**config.mk**
```make
export PLATFORM = sky130hd
export DESIGN_NAME = decode_pipe_flat
export DESIGN_NICKNAME = d
export VERILOG_FILES = /design/src/rtl/decode_pipe_pkg.sv /design/src/rtl/decode_pipe_if.sv /design/src/rtl/decode_pipe_lut.sv /design/src/rtl/decode_pipe.sv /design/src/flat_wrapper.sv
export SDC_FILE = /design/constraint.sdc
export NUM_CORES = 1
export LEC_CHECK = 0
export CAP_MARGIN = 0
export CORE_ASPECT_RATIO = 0.6
export CORE_UTILIZATION = 51
export DETAILED_ROUTE_END_ITERATION = 12
export HOLD_SLACK_MARGIN = 0.05
export PLACE_DENSITY = 0.87
export SYNTH_ARGS = -nofsm -noshare
export SYNTH_HDL_FRONTEND = slang
export SYNTH_HIERARCHICAL = 1
export SYNTH_SLANG_ARGS = --single-unit
```
**constraint.sdc**
```tcl
create_clock -name clk -period 6.45 [get_ports clk]
set_clock_uncertainty 0.05 [all_clocks]
set_input_delay 0.645 -clock clk [delete_from_list [all_inputs] [get_ports clk]]
set_output_delay 0.645 -clock clk [all_outputs]
set_load 0.005 [all_outputs]
```
**src/rtl/decode_pipe_pkg.sv**
```systemverilog
// Shared CHIP-8 decode types: op codes and the decoded-entry bundle.
// SUPER-CHIP codes are always present; DECODE_SCHIP_EN only gates decoding.
package decode_pipe_pkg;

  localparam int DEC_AW = 12;
  localparam int DEC_DW = 8;

  typedef enum logic [5:0] {
    OP_NOP      = 6'd0,
    OP_CLS      = 6'd1,
    OP_RET      = 6'd2,
    OP_JP       = 6'd3,
    OP_CALL     = 6'd4,
    OP_SE_I     = 6'd5,
    OP_SNE_I    = 6'd6,
    OP_SE_R     = 6'd7,
    OP_LD_I     = 6'd8,
    OP_ADD_I    = 6'd9,
    OP_LD_R     = 6'd10,
    OP_OR       = 6'd11,
    OP_AND      = 6'd12,
    OP_XOR      = 6'd13,
    OP_ADD_R    = 6'd14,
    OP_SUB      = 6'd15,
    OP_SHR      = 6'd16,
    OP_SUBN     = 6'd17,
    OP_SHL      = 6'd18,
    OP_SNE_R    = 6'd19,
    OP_LD_IDX   = 6'd20,
    OP_JP_V0    = 6'd21,
    OP_RND      = 6'd22,
    OP_DRW      = 6'd23,
    OP_SKP      = 6'd24,
    OP_SKNP     = 6'd25,
    OP_LD_VDT   = 6'd26,
    OP_LD_K     = 6'd27,
    OP_LD_DT    = 6'd28,
    OP_LD_ST    = 6'd29,
    OP_ADD_IDX  = 6'd30,
    OP_LD_F     = 6'd31,
    OP_LD_B     = 6'd32,
    OP_ST_REGS  = 6'd33,
    OP_LD_REGS  = 6'd34,
    OP_SCD      = 6'd35,
    OP_SCR      = 6'd36,
    OP_SCL      = 6'd37,
    OP_EXIT     = 6'd38,
    OP_LOW      = 6'd39,
    OP_HIGH     = 6'd40,
    OP_DRW16    = 6'd41,
    OP_LD_HF    = 6'd42,
    OP_ST_RPL   = 6'd43,
    OP_LD_RPL   = 6'd44,
    OP_ILLEGAL  = 6'h3F
  } op_e;

  typedef struct packed {
    op_e               op;
    logic [3:0]        x;
    logic [3:0]        y;
    logic [3:0]        n;
    logic [DEC_DW-1:0] vx;
    logic [DEC_DW-1:0] vy;
    logic [DEC_AW-1:0] pc;
  } dec_entry_t;

endpackage

```
**src/rtl/decode_pipe_if.sv**
```systemverilog
// Instruction-in / decoded-out handshake bundle of decode_pipe.
interface decode_pipe_if
  import decode_pipe_pkg::*;
#(
  parameter int AW = 12,
  parameter int DW = 8
);
  logic          in_valid;
  logic          in_ready;
  logic [15:0]   in_instr;
  logic [AW-1:0] in_pc;
  logic          out_valid;
  logic          out_ready;
  op_e           out_op;
  logic [3:0]    out_x;
  logic [3:0]    out_y;
  logic [3:0]    out_n;
  logic [7:0]    out_kk;
  logic [AW-1:0] out_nnn;
  logic [DW-1:0] out_vx;
  logic [DW-1:0] out_vy;
  logic [AW-1:0] out_pc;
  logic          decode_trap;

  modport master (
    output in_valid, in_instr, in_pc, out_ready,
    input  in_ready, out_valid, out_op, out_x, out_y, out_n,
    input  out_kk, out_nnn, out_vx, out_vy, out_pc, decode_trap
  );

  modport slave (
    input  in_valid, in_instr, in_pc, out_ready,
    output in_ready, out_valid, out_op, out_x, out_y, out_n,
    output out_kk, out_nnn, out_vx, out_vy, out_pc, decode_trap
  );
endinterface

```
**src/rtl/decode_pipe_lut.sv**
```systemverilog
// CHIP-8 encoding to op_e map, purely combinational.
// DECODE_SCHIP_EN enables the SUPER-CHIP encodings.
module decode_lut
  import decode_pipe_pkg::*;
(
  input  logic [15:0] instr,
  output op_e         op
);
  logic [3:0] n;
  logic [7:0] kk;

  assign n  = instr[3:0];
  assign kk = instr[7:0];

  always_comb begin
    op = OP_ILLEGAL;
    case (instr[15:12])
      4'h0: begin
        if (instr == 16'h0000) op = OP_NOP;
        else if (instr == 16'h00E0) op = OP_CLS;
        else if (instr == 16'h00EE) op = OP_RET;
`ifdef DECODE_SCHIP_EN
        else if (instr[15:4] == 12'h00C) op = OP_SCD;
        else if (instr == 16'h00FB) op = OP_SCR;
        else if (instr == 16'h00FC) op = OP_SCL;
        else if (instr == 16'h00FD) op = OP_EXIT;
        else if (instr == 16'h00FE) op = OP_LOW;
        else if (instr == 16'h00FF) op = OP_HIGH;
`endif
      end
      4'h1: op = OP_JP;
      4'h2: op = OP_CALL;
      4'h3: op = OP_SE_I;
      4'h4: op = OP_SNE_I;
      4'h5: if (n == 4'h0) op = OP_SE_R;
      4'h6: op = OP_LD_I;
      4'h7: op = OP_ADD_I;
      4'h8: begin
        case (n)
          4'h0: op = OP_LD_R;
          4'h1: op = OP_OR;
          4'h2: op = OP_AND;
          4'h3: op = OP_XOR;
          4'h4: op = OP_ADD_R;
          4'h5: op = OP_SUB;
          4'h6: op = OP_SHR;
          4'h7: op = OP_SUBN;
          4'hE: op = OP_SHL;
          default: ;
        endcase
      end
      4'h9: if (n == 4'h0) op = OP_SNE_R;
      4'hA: op = OP_LD_IDX;
      4'hB: op = OP_JP_V0;
      4'hC: op = OP_RND;
`ifdef DECODE_SCHIP_EN
      4'hD: op = (n == 4'h0) ? OP_DRW16 : OP_DRW;
`else
      4'hD: op = OP_DRW;
`endif
      4'hE: begin
        if (kk == 8'h9E) op = OP_SKP;
        else if (kk == 8'hA1) op = OP_SKNP;
      end
      4'hF: begin
        case (kk)
          8'h07: op = OP_LD_VDT;
          8'h0A: op = OP_LD_K;
          8'h15: op = OP_LD_DT;
          8'h18: op = OP_LD_ST;
          8'h1E: op = OP_ADD_IDX;
          8'h29: op = OP_LD_F;
          8'h33: op = OP_LD_B;
          8'h55: op = OP_ST_REGS;
          8'h65: op = OP_LD_REGS;
`ifdef DECODE_SCHIP_EN
          8'h30: op = OP_LD_HF;
          8'h75: op = OP_ST_RPL;
          8'h85: op = OP_LD_RPL;
`endif
          default: ;
        endcase
      end
      default: ;
    endcase
  end
endmodule

```
**src/rtl/decode_pipe.sv**
```systemverilog
// CHIP-8 decode stage: one-cycle decode, output + skid entry, sticky trap.
// DECODE_SCHIP_EN (see decode_lut) adds SUPER-CHIP decoding.
module decode_pipe
  import decode_pipe_pkg::*;
#(
  parameter int NREGS = 16,
  parameter int AW    = 12,
  parameter int DW    = 8,
  localparam int LW   = $clog2(NREGS)
) (
  input  logic               clk,
  input  logic               rst,
  input  logic [NREGS*DW-1:0] registers,
  input  logic               wb_en,
  input  logic [LW-1:0]      wb_addr,
  input  logic [DW-1:0]      wb_data,
  input  logic               flush,
  input  logic               trap_clr,
  decode_pipe_if.slave       bus
);
  dec_entry_t out_q, out_d, skid_q, skid_d;
  dec_entry_t nw, ou_upd, sk_upd;
  logic       out_vld_q, out_vld_d;
  logic       skid_vld_q, skid_vld_d;
  logic       trap_q, trap_d;
  logic       in_rdy, acc, out_free;
  op_e        lut_op;

  decode_lut u_lut (
    .instr (bus.in_instr),
    .op    (lut_op)
  );

  // same-cycle writeback wins over the register file snapshot
  function automatic logic [DEC_DW-1:0] opnd(
    input logic [3:0]          i,
    input logic [NREGS*DW-1:0] rf,
    input logic                we,
    input logic [LW-1:0]       wa,
    input logic [DW-1:0]       wd
  );
    int unsigned idx;
    idx  = 32'(i);
    opnd = '0;
    if (idx < NREGS) begin
      if (we && wa == LW'(i)) opnd = DEC_DW'(wd);
      else opnd = DEC_DW'(rf[idx*DW +: DW]);
    end
  endfunction

  function automatic dec_entry_t upd(
    input dec_entry_t    e,
    input logic          we,
    input logic [LW-1:0] wa,
    input logic [DW-1:0] wd
  );
    upd = e;
    if (we && wa == LW'(e.x)) upd.vx = DEC_DW'(wd);
    if (we && wa == LW'(e.y)) upd.vy = DEC_DW'(wd);
  endfunction

  assign in_rdy   = !skid_vld_q && !trap_q;
  assign acc      = bus.in_valid && in_rdy;
  assign out_free = !out_vld_q || bus.out_ready;

  always_comb begin
    nw.op = lut_op;
    nw.x  = bus.in_instr[11:8];
    nw.y  = bus.in_instr[7:4];
    nw.n  = bus.in_instr[3:0];
    nw.vx = opnd(bus.in_instr[11:8], registers, wb_en, wb_addr, wb_data);
    nw.vy = opnd(bus.in_instr[7:4], registers, wb_en, wb_addr, wb_data);
    nw.pc = DEC_AW'(bus.in_pc);
    ou_upd = upd(out_q, wb_en, wb_addr, wb_data);
    sk_upd = upd(skid_q, wb_en, wb_addr, wb_data);
  end

  always_comb begin
    out_d      = out_q;
    out_vld_d  = out_vld_q;
    skid_d     = skid_q;
    skid_vld_d = skid_vld_q;
    trap_d     = trap_q;
    if (flush) begin
      out_vld_d  = 1'b0;
      skid_vld_d = 1'b0;
      trap_d     = 1'b0;
    end else begin
      trap_d = (trap_q && !trap_clr) || (acc && lut_op == OP_ILLEGAL);
      unique case (1'b1)
        out_free && skid_vld_q: begin
          out_d      = sk_upd;
          out_vld_d  = 1'b1;
          skid_vld_d = 1'b0;
        end
        out_free && !skid_vld_q && acc: begin
          out_d     = nw;
          out_vld_d = 1'b1;
        end
        out_free && !skid_vld_q && !acc: begin
          out_vld_d = 1'b0;
        end
        !out_free: begin
          out_d  = ou_upd;
          skid_d = sk_upd;
          if (acc) begin
            skid_d     = nw;
            skid_vld_d = 1'b1;
          end
        end
        default: ;
      endcase
    end
  end

  always_ff @(posedge clk or posedge rst) begin
    if (rst) begin
      out_q      <= '0;
      out_vld_q  <= 1'b0;
      skid_q     <= '0;
      skid_vld_q <= 1'b0;
      trap_q     <= 1'b0;
    end else begin
      out_q      <= out_d;
      out_vld_q  <= out_vld_d;
      skid_q     <= skid_d;
      skid_vld_q <= skid_vld_d;
      trap_q     <= trap_d;
    end
  end

  assign bus.in_ready    = in_rdy;
  assign bus.out_valid   = out_vld_q;
  assign bus.out_op      = out_q.op;
  assign bus.out_x       = out_q.x;
  assign bus.out_y       = out_q.y;
  assign bus.out_n       = out_q.n;
  assign bus.out_kk      = {out_q.y, out_q.n};
  assign bus.out_nnn     = AW'({out_q.x, out_q.y, out_q.n});
  assign bus.out_vx      = DW'(out_q.vx);
  assign bus.out_vy      = DW'(out_q.vy);
  assign bus.out_pc      = AW'(out_q.pc);
  assign bus.decode_trap = trap_q;
endmodule

```
**src/flat_wrapper.sv**
```systemverilog
// flat-port wrapper written by rule: the top's interface ports become plain ports
module decode_pipe_flat import decode_pipe_pkg::*;
#(
  parameter int NREGS = 16,
  parameter int AW    = 12,
  parameter int DW    = 8,
  localparam int LW   = $clog2(NREGS)
)
  (clk, rst, registers, wb_en, wb_addr, wb_data, flush, trap_clr, bus_in_valid, bus_in_instr, bus_in_pc, bus_out_ready, bus_in_ready, bus_out_valid, bus_out_op, bus_out_x, bus_out_y, bus_out_n, bus_out_kk, bus_out_nnn, bus_out_vx, bus_out_vy, bus_out_pc, bus_decode_trap);
  decode_pipe_if #(.AW(AW), .DW(DW)) bus_i ();
  input  logic clk;
  input  logic rst;
  input  logic [NREGS*DW-1:0] registers;
  input  logic wb_en;
  input  logic [LW-1:0] wb_addr;
  input  logic [DW-1:0] wb_data;
  input  logic flush;
  input  logic trap_clr;
  input wire logic [$bits(bus_i.in_valid)-1:0] bus_in_valid;
  input wire logic [$bits(bus_i.in_instr)-1:0] bus_in_instr;
  input wire logic [$bits(bus_i.in_pc)-1:0] bus_in_pc;
  input wire logic [$bits(bus_i.out_ready)-1:0] bus_out_ready;
  output wire logic [$bits(bus_i.in_ready)-1:0] bus_in_ready;
  output wire logic [$bits(bus_i.out_valid)-1:0] bus_out_valid;
  output wire logic [$bits(bus_i.out_op)-1:0] bus_out_op;
  output wire logic [$bits(bus_i.out_x)-1:0] bus_out_x;
  output wire logic [$bits(bus_i.out_y)-1:0] bus_out_y;
  output wire logic [$bits(bus_i.out_n)-1:0] bus_out_n;
  output wire logic [$bits(bus_i.out_kk)-1:0] bus_out_kk;
  output wire logic [$bits(bus_i.out_nnn)-1:0] bus_out_nnn;
  output wire logic [$bits(bus_i.out_vx)-1:0] bus_out_vx;
  output wire logic [$bits(bus_i.out_vy)-1:0] bus_out_vy;
  output wire logic [$bits(bus_i.out_pc)-1:0] bus_out_pc;
  output wire logic [$bits(bus_i.decode_trap)-1:0] bus_decode_trap;
  assign bus_i.in_valid = bus_in_valid;
  assign bus_i.in_instr = bus_in_instr;
  assign bus_i.in_pc = bus_in_pc;
  assign bus_i.out_ready = bus_out_ready;
  assign bus_in_ready = bus_i.in_ready;
  assign bus_out_valid = bus_i.out_valid;
  assign bus_out_op = bus_i.out_op;
  assign bus_out_x = bus_i.out_x;
  assign bus_out_y = bus_i.out_y;
  assign bus_out_n = bus_i.out_n;
  assign bus_out_kk = bus_i.out_kk;
  assign bus_out_nnn = bus_i.out_nnn;
  assign bus_out_vx = bus_i.out_vx;
  assign bus_out_vy = bus_i.out_vy;
  assign bus_out_pc = bus_i.out_pc;
  assign bus_decode_trap = bus_i.decode_trap;
  decode_pipe #(.NREGS(NREGS), .AW(AW), .DW(DW)) u_core (.clk(clk), .rst(rst), .registers(registers), .wb_en(wb_en), .wb_addr(wb_addr), .wb_data(wb_data), .flush(flush), .trap_clr(trap_clr), .bus(bus_i));
endmodule
```
==> results by group <==
Timing
  – Setup repair after global routing missed its margin: false
  – Worst path setup slack after routing: about 2.8 ns
  – Clock period minus worst slack: 3.68 ns
  – Worst slew margin: between 20% and 30%
  – Slew Limit Fails: 0
  – Max Freq: between 200 and 300 MHz
  – Post-route setup TNS: 0 ns
  – Final hold violation count: 0
  – Share of the clock period used by the worst path: between 50% and 60%
  – Final setup violation count: 0
  – Actual slew at the worst max-slew pin: 1.09 ns

Job
  – Max Cap Violations: 0

Hold path
  – WHS Endpoint: u_core/bus.out_pc[4]
  – Hold path startpoint: u_core/bus.out_pc[4]
  – Hold Crit Depth: 2
  – Tightest Hold Check Type: reg2reg

Clock network
  – PostCTS Resize Cnt: 0
  – Clock transition at the registers of the reported paths: around 0.07 ns
  – Postcts setup bufs: 0
  – Source-to-sink clock delay at the later pin of the worst-skew pair: between 0.3 and 0.4 ns
  – Total clock sinks: between 90 and 100
  – Number of clock buffers inserted by TritonCTS: 9
  – Clock buffer depth: 2
  – CTS HTree Levels: 3
  – Buffer type at the clock tree root: sky130_fd_sc_hd__clkbuf_16
  – Clock tree from TritonCTS: built
  – Cts-stage hold buffer count: 0

Setup path
  – Critical path class: in2reg
  – Crit Reg-Reg Endpoint: u_core/bus.out_vy[5]
  – Critical Path RT: between 6 and 7 ns
  – Critical R2R Launch: u_core/bus.decode_trap
  – Internal reg-to-reg setup slack: ~3.5 ns
  – Path depth of the worst reg2reg path: 6
  – Data arrival time of the critical path: approximately 3.9 ns
  – Biggest fanout along the worst timing path: 20
  – Crit start category: input pin
  – Critical Path Sink Type: register

Logic synthesis
  – Synth Register Bits: 95
  – Warnings from Yosys: 6
  – Syn_area_per_cell: 10.9 sq um
  – Register area share after synthesis: a little under a third
  – Cell area after synthesis: between 7000 and 8000 sq um
  – Syn Nets: 874
  – Share of synthesized registers carrying an async set or reset: between 90% and 100%
  – Post-synthesis cell type count: 85
  – Post-Synthesis Cells: approximately 700
  – Predominant post-synthesis flop cell: sky130_fd_sc_hd__dfrtp_1
  – Number of enable flip-flop cells after synthesis: 0

Finish
  – Final cell utilization of the core: between 60% and 70%
  – Count of inserted antenna diode cells: 0
  – Leading cell type in the layout, fill and taps excluded: sky130_fd_sc_hd__clkdlybuf4s50_1
  – Post-synthesis to final-layout area growth: 33.5%
  – Most used cells in the layout excluding fill and tap cells: sky130_fd_sc_hd__clkdlybuf4s50_1 (240), sky130_fd_sc_hd__dfrtp_1 (95), sky130_fd_sc_hd__nand2_1 (64)
  – Layout net count: between 1000 and 1500
  – Fraction of final layout cells sized beyond drive strength 1: between 15 and 20%

Placement
  – RePlAce Congestion: ~0.96
  – HPWL reported at the end of detailed placement: ~19000 microns
  – Worst Setup Slack post-DPL: between 2 and 2.5 ns
  – PortBufs: roughly 240

Floorplanning
  – Total Die Area: ~15000 sq um
  – Boundary Pins: ~240
  – Chip width: about 160 microns
  – Area of the core region: around 15000 sq um
  – Die span in y: 96.6 microns
  – Initial Util: 52.4%
  – Std-Cell Rows: 34

Global routing
  – Via count of the first global-routing pass: approximately 6700
  – Initial antenna violation count: 1
  – Largest net degree at the start of global routing: 69
  – Tot GR Track Use: 32.7%
  – Gr ovfl total: 0
  – Global-route wire length before repair: approximately 38000 microns

Drt
  – Number of detailed-routing iterations run before antenna repair: 6
  – Remaining antenna violation count after routing: 0
  – Routed via count: 7129
  – Vias per cell: about 6.5
  – DRC violation total after the first TritonRoute iteration: 711
  – Wire length per cell after detailed routing: between 20 and 25 microns
  – Remaining design rule violation count: 0
  – Final wirelength: 25200 microns

Power
  – Power per Cell Area: about 220 nW/um^2
  – Standby leakage power: roughly 4 nW
  – Tot Pwr: 2.21 mW
  – VDD IR-drop max: ~0.13 mV

Outcome
  – Outcome: finished, final reports clean
-- metrics by stage --
step	instance area (sq um)	hold WS (ns)	instances
final	10200	0.433	1090
after global routing	10200	0.470	1090
after CTS	10200	0.437	1090
after detailed placement	9850	0.420	1074
after global placement	9850	0.412	1074
after floorplan	7600	0.423	699
-- worst max path at each step --
stage          cells after the start                endpoint  slack, ns       startpoint
3_3_place_gp                       9  u_core/bus.decode_trap       2.49  bus_in_instr[1]
2_1_floorplan                      1  u_core/bus.decode_trap       3.28              rst
3_5_place_dp                       9  u_core/bus.decode_trap       2.45  bus_in_instr[1]
5_1_grt                            9  u_core/bus.decode_trap       2.69  bus_in_instr[1]
4_1_cts                            9  u_core/bus.decode_trap       2.79  bus_in_instr[1]
6_report                           9  u_core/bus.decode_trap       2.77  bus_in_instr[1]
-- synthesized netlist by cell type (9+ instances only) --
cell type                   n  area, sq um
sky130_fd_sc_hd__xor2_1    12          105
sky130_fd_sc_hd__buf_2     15         75.1
sky130_fd_sc_hd__nand2_1   64          240
sky130_fd_sc_hd__a31oi_1    9         56.3
sky130_fd_sc_hd__clkbuf_1  19         71.3
sky130_fd_sc_hd__mux4_2    47         1060
sky130_fd_sc_hd__o21ai_0   38          190
sky130_fd_sc_hd__mux2_2    30          338
sky130_fd_sc_hd__dfrtp_1   95         2380
sky130_fd_sc_hd__xnor2_1   15          131
sky130_fd_sc_hd__o221a_2   16          180
sky130_fd_sc_hd__nor3_1     9         45.0
sky130_fd_sc_hd__inv_1     14         52.6
sky130_fd_sc_hd__buf_4     25          188
sky130_fd_sc_hd__mux4_1    12          315
sky130_fd_sc_hd__mux2i_1   40          400
sky130_fd_sc_hd__a22oi_1   32          240
sky130_fd_sc_hd__nand3_1   27          135
sky130_fd_sc_hd__nor2b_1   10         62.6
sky130_fd_sc_hd__o21ai_1    9         45.0
sky130_fd_sc_hd__nor2_1    18         67.6
-- power breakdown --
group / total, mW / switching [mW] / internal, mW / leakage [nW]
Combinational: 0.834 / 0.346 / 0.488 / 2.66
Clock: 0.525 / 0.250 / 0.274 / 0.147
Sequential: 0.853 / 0.107 / 0.746 / 1.16
Total: 2.21 / 0.703 / 1.51 / 3.97
-- state kept, by name, summed over array words and instances (netlist names) --
name                    count
u_core/bus.out_y            4
u_core/bus.decode_trap      1
u_core/bus.out_x            4
u_core/sk_upd              30
u_core/bus.out_valid        1
u_core/bus.out_vy           8
u_core/bus.out_pc          12
u_core/skid_q              16
u_core/bus.out_n            4
u_core/bus.out_vx           8
u_core/bus.out_op           6
u_core/skid_vld_q           1
-- worst max-delay path: stages --
cell and delay, ns:
sky130_fd_sc_hd__clkdlybuf4s50_1 0.80, sky130_fd_sc_hd__or4_4 0.69, sky130_fd_sc_hd__or4_1 0.42, sky130_fd_sc_hd__a21o_1 0.19
sky130_fd_sc_hd__a221o_1 0.32, sky130_fd_sc_hd__or3_1 0.40, sky130_fd_sc_hd__and4_1 0.20, sky130_fd_sc_hd__nand4_1 0.11
sky130_fd_sc_hd__a21oi_1 0.08
-- cell type report --
type                    count  area, sq um
clock buffers               9          225
clock inverters             7         73.8
fillers                  1099         4350
inverters                  14         55.1
multi-input cells         515         4690
flip-flops and latches     95         2380
well taps                 198          248
repair buffers            252         2480
-- logic make-up after synthesis --
family / count (synthesis) / synth area share, %
AOI/OAI and AO/OA: 169 / 17.1
xor gates and xnor gates: 27 / 3.11
buffers and inverters: 89 / 7.08
DFF: 95 / 31.3
muxes: 129 / 27.8
and+or+nand+nor: 190 / 13.7
-- layer usage --
metal	vias up	routed length, microns	global-route usage, %
met2	498	10600	46.8
met5	-	9	0
li1	3106	-	-
met4	2	345	5.69
met1	3483	10700	47.1
met3	40	3560	12.8
Note: power is estimated with default switching activity, not from simulation.
